$ cat src/rtl/div_unit_pkg.sv
// Shared types and helpers for the multi-cycle RV32M divider.
// The op encoding matches funct3[1:0] of the DIV/DIVU/REM/REMU instructions.
package div_unit_pkg;

   localparam int DIV_WIDTH_DEFAULT = 32;

   typedef enum logic [1:0] {
      DIV_OP_DIV  = 2'b00,
      DIV_OP_DIVU = 2'b01,
      DIV_OP_REM  = 2'b10,
      DIV_OP_REMU = 2'b11
   } div_op_t;

   typedef enum logic [1:0] {
      IDLE  = 2'b00,
      CALC  = 2'b01,
      FIXUP = 2'b10,
      DONE  = 2'b11
   } div_state_t;

   function automatic logic is_signed_op(input div_op_t op);
      return ~op[0];
   endfunction

   function automatic logic is_rem_op(input div_op_t op);
      return op[1];
   endfunction

endpackage

$ cat src/rtl/div_unit_step.sv
// One combinational restoring-division step: shift in the next dividend bit,
// subtract the divisor when it fits, and emit the resulting quotient bit.
module div_step #(
   parameter int WIDTH = 32
) (
   input  logic [WIDTH:0]   rem_i,
   input  logic [WIDTH-1:0] divisor_i,
   input  logic             bit_i,
   output logic [WIDTH:0]   rem_o,
   output logic             q_o
);

   logic [WIDTH:0] trial;
   logic [WIDTH:0] diff;

   assign trial = {rem_i[WIDTH-1:0], bit_i};
   assign diff  = trial - {1'b0, divisor_i};

   // A set top bit would mean the shifted value overflowed, so it certainly exceeds the divisor.
   assign q_o   = rem_i[WIDTH] | (trial >= {1'b0, divisor_i});
   assign rem_o = q_o ? diff : trial;

endmodule

$ cat src/rtl/div_unit.sv
// Multi-cycle restoring divider for DIV/DIVU/REM/REMU with fixed latency.
// Signed ops divide magnitudes and apply the signs in a final FIXUP cycle.
module div_unit
   import div_unit_pkg::*;
#(
   parameter int WIDTH           = DIV_WIDTH_DEFAULT,
   parameter int STEPS_PER_CYCLE = 1
) (
   input  logic             clk_i,
   input  logic             reset_ni,
   input  logic             start_i,
   input  logic [1:0]       op_i,
   input  logic [WIDTH-1:0] dividend_i,
   input  logic [WIDTH-1:0] divisor_i,
   input  logic             abort_i,
   output logic             busy_o,
   output logic             finish_o,
   output logic [WIDTH-1:0] result_o,
   output logic             div_by_zero_o
);

   localparam int S    = STEPS_PER_CYCLE;
   localparam int ITER = WIDTH / S;
   localparam int CW   = $clog2(ITER + 1);
   localparam logic [CW-1:0]    ITER_C  = CW'(ITER);
   localparam logic [CW-1:0]    ONE_C   = CW'(1);
   localparam logic [WIDTH-1:0] MIN_VAL = {1'b1, {(WIDTH-1){1'b0}}};

   div_state_t       state_q, state_d;
   div_op_t          op_q, op_d;
   logic             neg_quo_q, neg_quo_d;
   logic             neg_rem_q, neg_rem_d;
   logic [WIDTH-1:0] divisor_q, divisor_d;
   logic [WIDTH-1:0] dvd_q, dvd_d;
   logic [WIDTH:0]   rem_q, rem_d;
   logic [CW-1:0]    cnt_q, cnt_d;
   logic [WIDTH-1:0] result_q, result_d;
   logic             dbz_q, dbz_d;

   div_op_t          op_in;
   logic             in_signed;
   logic             a_neg;
   logic             b_neg;
   logic [WIDTH-1:0] a_abs;
   logic [WIDTH-1:0] b_abs;
   logic             in_dz;
   logic             in_ovf;

   assign op_in     = div_op_t'(op_i);
   assign in_signed = is_signed_op(op_in);
   assign a_neg     = in_signed & dividend_i[WIDTH-1];
   assign b_neg     = in_signed & divisor_i[WIDTH-1];
   assign a_abs     = a_neg ? (-dividend_i) : dividend_i;
   assign b_abs     = b_neg ? (-divisor_i) : divisor_i;
   assign in_dz     = (divisor_i == '0);
   assign in_ovf    = in_signed & (dividend_i == MIN_VAL) & (divisor_i == '1);

   // Step chain: the dividend shift register feeds its MSBs in and collects quotient bits at the LSB end.
   logic [WIDTH:0]   rem_chain [0:S];
   logic [S-1:0]     q_bits;
   logic [WIDTH-1:0] dvd_shift;

   assign rem_chain[0] = rem_q;

   generate
      for (genvar gi = 0; gi < S; gi++) begin : g_step
         div_step #(
            .WIDTH(WIDTH)
         ) u_step (
            .rem_i    (rem_chain[gi]),
            .divisor_i(divisor_q),
            .bit_i    (dvd_q[WIDTH-1-gi]),
            .rem_o    (rem_chain[gi+1]),
            .q_o      (q_bits[S-1-gi])
         );
      end
   endgenerate

   assign dvd_shift = {dvd_q[WIDTH-S-1:0], q_bits};

   logic [WIDTH-1:0] quo_fix;
   logic [WIDTH-1:0] rem_fix;

   assign quo_fix = (neg_quo_q & is_signed_op(op_q)) ? (-dvd_q) : dvd_q;
   assign rem_fix = (neg_rem_q & is_signed_op(op_q)) ? (-rem_q[WIDTH-1:0]) : rem_q[WIDTH-1:0];

   always_ff @(posedge clk_i or negedge reset_ni) begin
      if (!reset_ni) begin
         state_q <= IDLE;
      end else begin
         state_q <= state_d;
      end
   end

   always_comb begin
      state_d = state_q;
      if (abort_i) begin
         state_d = IDLE;
      end else begin
         unique case (state_q)
            IDLE: begin
               if (start_i) begin
                  state_d = (in_dz || in_ovf) ? DONE : CALC;
               end
            end
            CALC: begin
               if (cnt_q == ONE_C) begin
                  state_d = FIXUP;
               end
            end
            FIXUP:   state_d = DONE;
            DONE:    state_d = IDLE;
            default: state_d = IDLE;
         endcase
      end
   end

   always_comb begin
      busy_o        = (state_q == CALC) || (state_q == FIXUP);
      finish_o      = (state_q == DONE);
      result_o      = result_q;
      div_by_zero_o = dbz_q;
   end

   always_comb begin
      op_d      = op_q;
      neg_quo_d = neg_quo_q;
      neg_rem_d = neg_rem_q;
      divisor_d = divisor_q;
      dvd_d     = dvd_q;
      rem_d     = rem_q;
      cnt_d     = cnt_q;
      result_d  = result_q;
      dbz_d     = dbz_q;
      if (!abort_i) begin
         unique case (state_q)
            IDLE: begin
               if (start_i) begin
                  op_d      = op_in;
                  neg_quo_d = a_neg ^ b_neg;
                  neg_rem_d = a_neg;
                  divisor_d = b_abs;
                  dvd_d     = a_abs;
                  rem_d     = '0;
                  cnt_d     = ITER_C;
                  if (in_dz) begin
                     result_d = is_rem_op(op_in) ? dividend_i : '1;
                     dbz_d    = 1'b1;
                  end else if (in_ovf) begin
                     result_d = is_rem_op(op_in) ? '0 : MIN_VAL;
                     dbz_d    = 1'b0;
                  end
               end
            end
            CALC: begin
               rem_d = rem_chain[S];
               dvd_d = dvd_shift;
               cnt_d = cnt_q - ONE_C;
            end
            FIXUP: begin
               result_d = is_rem_op(op_q) ? rem_fix : quo_fix;
               dbz_d    = 1'b0;
            end
            default: ;
         endcase
      end
   end

   always_ff @(posedge clk_i or negedge reset_ni) begin
      if (!reset_ni) begin
         op_q      <= DIV_OP_DIV;
         neg_quo_q <= 1'b0;
         neg_rem_q <= 1'b0;
         divisor_q <= '0;
         dvd_q     <= '0;
         rem_q     <= '0;
         cnt_q     <= '0;
         result_q  <= '0;
         dbz_q     <= 1'b0;
      end else begin
         op_q      <= op_d;
         neg_quo_q <= neg_quo_d;
         neg_rem_q <= neg_rem_d;
         divisor_q <= divisor_d;
         dvd_q     <= dvd_d;
         rem_q     <= rem_d;
         cnt_q     <= cnt_d;
         result_q  <= result_d;
         dbz_q     <= dbz_d;
      end
   end

endmodule

$ cat config.mk
export PLATFORM = sky130hd
export DESIGN_NAME = div_unit
export DESIGN_NICKNAME = d
export VERILOG_FILES = /design/src/rtl/div_unit_pkg.sv /design/src/rtl/div_unit_step.sv /design/src/rtl/div_unit.sv
export SDC_FILE = /design/constraint.sdc
export NUM_CORES = 1
export LEC_CHECK = 0
export ABC_AREA = 1
export CAP_MARGIN = 20
export CORE_MARGIN = 5
export CORE_UTILIZATION = 35
export CTS_BUF_LIST = sky130_fd_sc_hd__clkbuf_8
export CTS_CLUSTER_DIAMETER = 60
export DETAILED_ROUTE_END_ITERATION = 7
export HOLD_SLACK_MARGIN = 0.12
export PLACE_DENSITY = 0.56
export SYNTH_ARGS = -nofsm -noshare
export SYNTH_HDL_FRONTEND = slang
export SYNTH_SLANG_ARGS = --single-unit
$ cat constraint.sdc
create_clock -name clk_i -period 3.1 [get_ports clk_i]
set_input_delay 0.465 -clock clk_i [delete_from_list [all_inputs] [get_ports clk_i]]
set_output_delay 0.465 -clock clk_i [all_outputs]
set_load 0.02 [all_outputs]
==> reports/metrics.csv <==
stage;metric;value;unit
timing;f_max;0.342;GHz
timing;final hold violation count;0;
clocking;total setup buffers inserted after CTS;0;
critical_path;Crit. path cell count;10;
floorplanning;die width;201;µm
timing;max-slew violations;0;
clocking;CTS max path bufs;2;
clocking;clock-pin slew on the worst setup and hold paths;0.10;ns
detailed_routing;first drt pass iteration count;6;
critical_path;Critical Path Max Stage Delay;0.58;ns
clocking;CTS root buf;clkbuf_8;
floorplanning;Initial Util;0.351;
timing;final setup vio count;0;
layout;Area Overhead vs Synth;15.8;%
flow_run;Max Cap Violations;0;
global_routing;global-route wire length before repair;79800;µm
synth;Synth Warn #;0;
critical_path;CP startpoint;rem_q[29]$_DFFE_PN0P_;
clocking;clk sinks;142;
layout;share of layout cells above drive strength 1;0.0612;
clocking;H-Tree Depth;4;
critical_path;cell mode on critical path;nand2_1;
synth;post-synth top area share;0.278;
synth;post-synth top area cell;dfrtp_1;
timing;Worst slew margin;0.305;
critical_path;Critical path buffers and inverters;1;
floorplanning;Die H;201;µm
synth;Synth Cell Area;12800;µm²
global_routing;GRT Util Overall;0.249;
critical_path;CP Max Fanout;32;
power_and_ir_drop;Lkg Pwr;7.43;nW
detailed_routing;final wirelength;51000;µm
critical_path;element type at the critical path start;flop;
synth;Syn Nets;2163;
global_routing;vias in the first global route;13407;
critical_path;kind of critical path;reg2reg;
power_and_ir_drop;total power;13.3;mW
floorplanning;core area;36300;µm²
critical_path;cells along the critical path;ha_1 > a21oi_1 > nor3_1 > nor4_1 > nand2_1 > nor2_2 > buf_4 > nand3b_1 > nand3_1 > nand2_1;
detailed_routing;number of vias per cell;5.37;
detailed_routing;Avg WL per Cell;19.4;µm
synth;most frequent cell after synthesis;nand2_1;
synth;register area share after synthesis;0.278;
layout;Reg area;3550;µm²
critical_path;Worst R2R End;rem_q[10]$_DFFE_PN0P_;
critical_path;R2R setup slack;0.17;ns
synth;synth top area cells;dfrtp_1, nand2_1, nand3_1;
synth;Top FF cell, synth;dfrtp_1;
floorplanning;die area;40400;µm²
synth;Synth Register Bits;142;
status;status;finished clean;
critical_path;CP required;3.48;ns
layout;multi-input logic area;8060;µm²
worst_hold_path;Hold WC Path Type;in2async;
timing;RSZ-0062 raised after global routing;false;
layout;Fillers;3925;
detailed_routing;initial DRC count;1587;
layout;Final Core Density;0.407;
synth;synth cell count leaders;nand2_1, nor2_1, inv_1;
critical_path;crit path DAT;3.31;ns
power_and_ir_drop;worst vdd ir;0.000422;V
timing;clock skew;0.0190;ns
layout;Nets;2258;
timing;Sum Neg Setup Slack;0;ns
synth;mean post-synth cell area;6.23;µm²
timing;Worst-Margin Slew;1.04;ns
synth;EDFF count, synth;0;
global_routing;antenna violations before repair;0;
synth;Mapped Cells;2049;
critical_path;kind of cell adding the most delay to the critical path;simple AND/OR/NAND/NOR gates;
detailed_routing;Post-route DRC;0;
placed_design;RePlAce Congestion;0.956;
global_routing;largest net degree at the start of global routing;56;
clocking;Skew-Pair Late Insertion Delay;0.50;ns
critical_path;Crit-path slowest cell;nor4_1;
placed_design;Detailed Place HPWL;40800;µm
floorplanning;Rows;70;
clocking;CTS tree;yes;
critical_path;end point of the critical path;rem_q[10]$_DFFE_PN0P_;
synth;ys async rst share;1.00;
timing;Final period util;0.944;
detailed_routing;via count;14092;
synth;post-synth cell types;52;
timing;Final min period;2.93;ns
critical_path;worst reg2reg path depth;10;
floorplanning;boundary pin count;105;
critical_path;CP endpoint kind;flop;
global_routing;GRT overflow;0;
detailed_routing;DRT antenna net count;0;
power_and_ir_drop;pwr dens;902;nW/µm²
placed_design;port buffer count;104;
clocking;Inserted Clock Buffers;17;
critical_path;worst reg2reg startpoint;rem_q[29]$_DFFE_PN0P_;
-- flip-flops by register name (all words and copies together) (netlist names) --
name / cells
neg_rem_q: 1
dvd_q: 32
cnt_q: 6
rem_q: 33
divisor_q: 32
neg_quo_q: 1
div_by_zero_o: 1
op_q: 2
state_q: 2
result_o: 32
-- cells in the final DEF (no fill, tap or decap), types with 5 or more instances in the layout --
cell / n
clkbuf_8: 18
o22ai_1: 13
clkdlybuf4s50_1: 103
xor2_1: 40
nor2_1: 215
ha_1: 43
o21ai_1: 8
nand2_1: 628
o21ai_0: 156
nor2_2: 12
nand3_1: 201
xnor2_1: 20
buf_4: 44
nand4_1: 42
inv_2: 7
o211ai_1: 27
nor4_1: 7
inv_1: 207
nor3_1: 21
nand3b_1: 12
o221ai_1: 19
dfrtp_1: 142
inv_6: 5
nand2_2: 19
a21oi_1: 86
o21bai_1: 10
-- stage by stage --
| stage | hold WS, ns | instances | worst slack (ns) | area [µm²] |
|---|---|---|---|---|
| final | 0.447 | 2626 | 0.173 | 14800 |
| after global routing | 0.477 | 2625 | 0.0342 | 14800 |
| after CTS | 0.444 | 2625 | 0.220 | 14800 |
| after detailed placement | 0.423 | 2592 | 0.0499 | 14400 |
| after global placement | 0.423 | 2592 | 0.0426 | 14400 |
| after floorplan | 0.169 | 2049 | 1.06 | 12800 |
-- logic make-up (layout without fill, tap and decap cells) --
group,Yosys count,count (layout),share of synthesized area
AOI/OAI and AO/OA,342,342,0.153
xor gates and xnor gates,60,60,0.0411
adders and majority gates,44,44,0.0437
buffers and inverters,290,398,0.0919
DFF,142,142,0.278
other,0,1,0
and+or+nand+nor,1171,1171,0.392
-- metal layers --
layer | wire [µm] | GRT usage | vias to the layer above
met2 | 20900 | 0.358 | 535
met5 | 0 | 0 | -
li1 | - | - | 6941
met1 | 25000 | 0.376 | 6563
met4 | 822 | 0.0506 | 0
met3 | 4180 | 0.0620 | 53
-- cell type report --
class                           instances  share of cell area
Antenna cell                            1            0.000169
Clock buffer                           18              0.0167
Clock inverter                         14             0.00888
Inverter                              216              0.0549
Multi-Input combinational cell       1617               0.545
Sequential cell                       142               0.240
Tap cell                              468              0.0396
Timing Repair Buffer                  150              0.0948
-- worst min path at each step --
| stage | start | end | slack (ns) | cells after the start |
|---|---|---|---|---|
| floorplan | reset_ni | cnt_q[0]$_DFFE_PN0P_ | 0.17 | 0 |
| global placement | reset_ni | divisor_q[21]$_DFFE_PN0P_ | 0.42 | 1 |
| detailed placement | reset_ni | divisor_q[30]$_DFFE_PN0P_ | 0.42 | 1 |
| CTS | reset_ni | divisor_q[30]$_DFFE_PN0P_ | 0.44 | 2 |
| global route | reset_ni | divisor_q[30]$_DFFE_PN0P_ | 0.48 | 2 |
| finish | reset_ni | divisor_q[30]$_DFFE_PN0P_ | 0.45 | 2 |
-- where the power goes --
group	internal (mW)	total, mW	switching (mW)	leakage, nW
Sequential	2.56	3.29	0.732	1.85
Combinational	2.80	8.53	5.73	5.39
Clock	0.666	1.52	0.859	0.183
Total	6.02	13.3	7.32	7.43
-- what timing repair did --
item / 4_1_cts / 5_1_grt
resized for setup: 0 / 0
hold buffers: 1 / 0
hold endpoints to repair: 37 / 0
Power figures use the tool's default switching activity.
==> RTL change 1, RTL diff (same flow settings) <==
Register the output `result_o`, with the module's reset; this adds one clock of latency there. The other outputs are not delayed to match.
--- a/src/rtl/div_unit.sv
+++ b/src/rtl/div_unit.sv
@@ -26,6 +26,8 @@
    localparam logic [CW-1:0]    ONE_C   = CW'(1);
    localparam logic [WIDTH-1:0] MIN_VAL = {1'b1, {(WIDTH-1){1'b0}}};
 
+   logic [WIDTH-1:0] result_c;
+
    div_state_t       state_q, state_d;
    div_op_t          op_q, op_d;
    logic             neg_quo_q, neg_quo_d;
@@ -118,7 +120,7 @@
    always_comb begin
       busy_o        = (state_q == CALC) || (state_q == FIXUP);
       finish_o      = (state_q == DONE);
-      result_o      = result_q;
+      result_c      = result_q;
       div_by_zero_o = dbz_q;
    end
 
@@ -190,5 +192,13 @@
       end
    end
 
+   always_ff @(posedge clk_i or negedge reset_ni) begin
+      if (!reset_ni) begin
+         result_o <= '0;
+      end else begin
+         result_o <= result_c;
+      end
+   end
+
 endmodule
 
Behaviour: not the same (a bounded check fails within 4 cycles, from zero or initial values and one cycle with reset_ni low).
==> RTL change 1 against the original RTL <==
Area after synthesis up 6.5%; routed wire length is 7.6% lower; sequential cell count is 32 higher; highest routed layer unchanged; worst setup slack better by 0.18 ns; cell area rose by 6.5%; worst hold slack lost 0.062 ns; total power down 17%.
==> RTL change 1: results (changes against the original RTL) <==
status complete, no violations; compound-cell area share of the yosys netlist 0.119 (-0.0343); # nets final 2326 (+3.0%); crit-path max FO 24 (-25%); ANT cells 0 (-1); Max IR drop VDD 401 uV (-4.9%); Internal Dissipation 5.79 mW (-3.8%); Arr. time, crit path 3.14 ns (-0.17 ns); PD cells 702 nW/um^2 (-22%); sequential-to-total area share from yosys stat 0.320 (+0.0418); adder-cell share of the synthesized area 0.0410 (-0.00267); layout cells sized above 1 0.0535 (-0.00771); Worst setup endpoint rem_q[6]; static leakage 8.12 nW (+9.3%); post-synthesis cell count 2112 (+3.1%); via count 14.2k (+0.51%); Fin Hold WS 0.385 ns (-0.0621 ns); count of cell types in the netlist 46 (-12%); reg2reg end rem_q[6]; first-pass GRT wire length 75.2 mm (-5.8%); largest net degree at the start of global routing 68 (+21%); Net Count, Synth 2226 (+2.9%); Worst Max-Slew Pin Slew 0.740 ns (-0.302 ns); Synth area leaders dfrtp_1 32%, nand2_1 19%, nand3_1 8.5%, inv_1 6.5%, nor2_1 6.4%; Worst Skew 0.0186 ns (-0.000418 ns); Post-Layout Cell Count 2743 (+4.5%)
-- RTL change 1: what timing repair did --
item | CTS | global route
setup endpoints to repair | 0 | 0
hold endpoints to repair | 44 | 0
gates resized for setup | 0 | 0
hold buffers | 1 | 0
-- RTL change 1: worst min-delay path by stage --
stage              endpoint         start  depth (start not counted)
6_report       result_o[26]  result_c[26]                          0
5_1_grt         result_o[9]   result_c[9]                          0
4_1_cts         result_o[9]   result_c[9]                          0
3_5_place_dp    result_o[9]   result_c[9]                          0
3_3_place_gp   result_o[21]  result_c[21]                          0
2_1_floorplan      cnt_q[0]      reset_ni                          0
-- RTL change 1: logic make-up (layout without fill, tap and decap cells) --
group,after synthesis,in the layout
AOI/OAI and AO/OA,270,270
xor gates and xnor gates,62,62
adders and majority gates,44,44
buffers and inverters,307,420
DFF,174,174
and+or+nand+nor,1255,1255
-- RTL change 1: power by group through the flow --
stage                     combinational [mW]  sequential, mW  clock [mW]
after detailed placement                5.79            3.57           0
after CTS                               5.81            3.53        1.76
after global routing                    6.48            3.62        1.84
after global placement                  5.75            3.56           0
after floorplan                         3.69            3.64           0
final                                   5.84            3.52        1.71
-- RTL change 1: through the flow --
| step | worst slack, ns | cell area [um^2] |
|---|---|---|
| after floorplan | 1.07 | 13600 |
| after global placement | 0.209 | 15300 |
| after detailed placement | 0.161 | 15300 |
| after CTS | 0.347 | 15800 |
| after global routing | 0.190 | 15800 |
| final | 0.357 | 15800 |
-- RTL change 1: critical path, cell delays in order (launching register included) --
cell and delay, ns:
dfrtp_1 0.48, ha_1 0.41, nand2_1 0.12, nor3_1 0.28, nand2_1 0.12, nor2_1 0.20, nand4_1 0.19, nand2_1 0.13
nor2_2 0.05, nand2_2 0.21, buf_12 0.21, nand2_1 0.08, nand3_1 0.07, nand2_1 0.06
-- RTL change 1: layer usage --
layer / global-route usage / vias to the layer above / routed length, um
met5: 0 / - / 0
met4: 0.0536 / 0 / 892
met1: 0.301 / 6644 / 21700
met3: 0.0277 / 55 / 2650
li1: - / 7024 / -
met2: 0.356 / 441 / 21900
-- RTL change 1: layout make-up --
cell class	count	area, um^2
clock inverters	15	178
fillers	4245	22800
well taps	518	648
multi-input cells	1631	8030
inverters	242	910
clock buffers	17	234
repair buffers	146	1410
flip-flops and latches	174	4350
==> RTL change 2, RTL diff (config.mk and constraints unchanged) <==
Without the edit above. Change the package constant `DIV_WIDTH_DEFAULT` from 32 to 16.
--- a/src/rtl/div_unit_pkg.sv
+++ b/src/rtl/div_unit_pkg.sv
@@ -2,7 +2,7 @@
 // The op encoding matches funct3[1:0] of the DIV/DIVU/REM/REMU instructions.
 package div_unit_pkg;
 
-   localparam int DIV_WIDTH_DEFAULT = 32;
+   localparam int DIV_WIDTH_DEFAULT = 16;
 
    typedef enum logic [1:0] {
       DIV_OP_DIV  = 2'b00,
Interface: changed (resized dividend_i, divisor_i and result_o); port bits go from 105 to 57. No check against the original RTL was run, so the function may have changed too.
==> RTL change 2 against the original RTL <==
Sequential cell count down 65; routed wire length down 61%; clock skew about the same; non-clock buffer count down 79; fmax up 23%; area after synthesis down 50%; critical path depth up 1; total power down 50%; cell area down 50%; via count down 54%; utilization up 0.45 points; worst setup slack better by 0.54 ns; worst hold slack better by 0.047 ns.
==> RTL change 2: results (changes against the original RTL) <==
worst skew pair latency 0.38 ns (-0.12 ns); combinational group power 4.18 mW (-51%); Logic inverters 112 (-48%); DP Cell Count 1254 (-52%); Worst path max stage delay 0.55 ns (-0.03 ns); seq pwr 1.77 mW (-46%); Worst Skew 0.0195 ns (+0.000452 ns); Initial DRC Count 440 (-72%); Final GP Congestion 0.886 (-7.3%); non-clk buf share 0.0924 (-0.00237); total track usage 0.186 (-0.0624); status complete, no violations; adder-cell share of the synthesized area 0.0558 (+0.0121); slew margin rel. 0.532 (+0.227); Layout area overhead 15.6%; worst hold path type reg2reg; met2 Usage GRT 0.284 (-0.0738); number of setup buffers added after CTS 0 (unchanged); compound-cell area share of the yosys netlist 0.130 (-0.0228); CTS H-Tree Depth 3 (-1); Multi-In Gates 766 (-53%); largest net degree at the start of global routing 78 (+39%); Non-clk bufs 71 (-53%); Core ar. 18000 um^2 (-50%); multi-input combinational area share 0.527 (-0.0175); Synth area leaders dfrtp_1 30%, nand2_1 17%, nand3_1 8.3%, inv_1 6.1%, nor2_1 5.4%; layout cells sized above 1 0.0710 (+0.00982); Arr. time, crit path 2.68 ns (-0.63 ns); CP max-delay cell a21oi_1; initial antenna violation count 0 (unchanged); sequential-to-total area share from yosys stat 0.300 (+0.0220); sw power 3.46 mW (-53%); sequential cell count 77 (-46%); Detailed Route WL 19.9 mm (-61%); clock network area share 0.0251 (-0.000493); clk_buf instances 11 (-7); WL met2 8.65 mm (-59%); Post-DP Area 7220 um^2 (-50%); ANT cells 0 (-1); first-pass GRT wire length 32.2 mm (-60%); hpwl dp 15.5 mm (-62%); via count 6491 (-54%); CTS buffer count 9 (-8); dpl ws 0.518 ns (+0.468 ns); Synth Area in XOR/XNOR 0.0368 (-0.00429); vias in the first global route 6041 (-55%); clock-net power 0.750 mW (-51%); Post-synth top cells 290 x nand2_1, 107 x nand3_1, 104 x inv_1, 92 x nor2_1, 77 x dfrtp_1; count of cell types in the netlist 45 (-13%); crit-path max FO 19 (-41%); FILL cells 1998 (-49%); GRT met1 Usage 0.273 (-0.103); static leakage 3.73 nW (-50%); Via density 5.11 (-4.8%); delay-heaviest family, CP compound AO/OA/AOI/OAI gates; max reg flops 17 (-48%); I/O Buffers 56 (-46%)
## RTL change 2: cell types whose count changed after synthesis, moves of 17 or more
cell      unedited run  this run
a21oi_1             86        48
clkbuf_1            33         9
dfrtp_1            142        77
inv_1              207       104
nand2_1            628       290
nand2_2             19         2
nand3_1            201       107
nand4_1             42        10
nor2_1             218        92
o211ai_1            27         7
o21ai_0            156        69
o221ai_1            19         1
xor2_1              40        17
## RTL change 2: final timing paths
path / startpoint / end / slack [ns] / cells past startpoint
setup / recovery: state_q[0] / result_o[10] / 0.71 / 11
hold / removal: divisor_q[12] / divisor_q[12] / 0.49 / 2
setup reg to reg: state_q[0] / result_o[10] / 0.71 / 11
hold reg to reg: divisor_q[12] / divisor_q[12] / 0.49 / 2
max in group asynchronous: reset_ni / result_o[14] / 2.07 / 3
min in group asynchronous: reset_ni / rem_q[16] / 0.63 / 3
## RTL change 2: timing repair
item / CTS / global route
hold buffers: 1 / 0
hold endpoints to repair: 1 / 0
gates resized for setup: 0 / 0
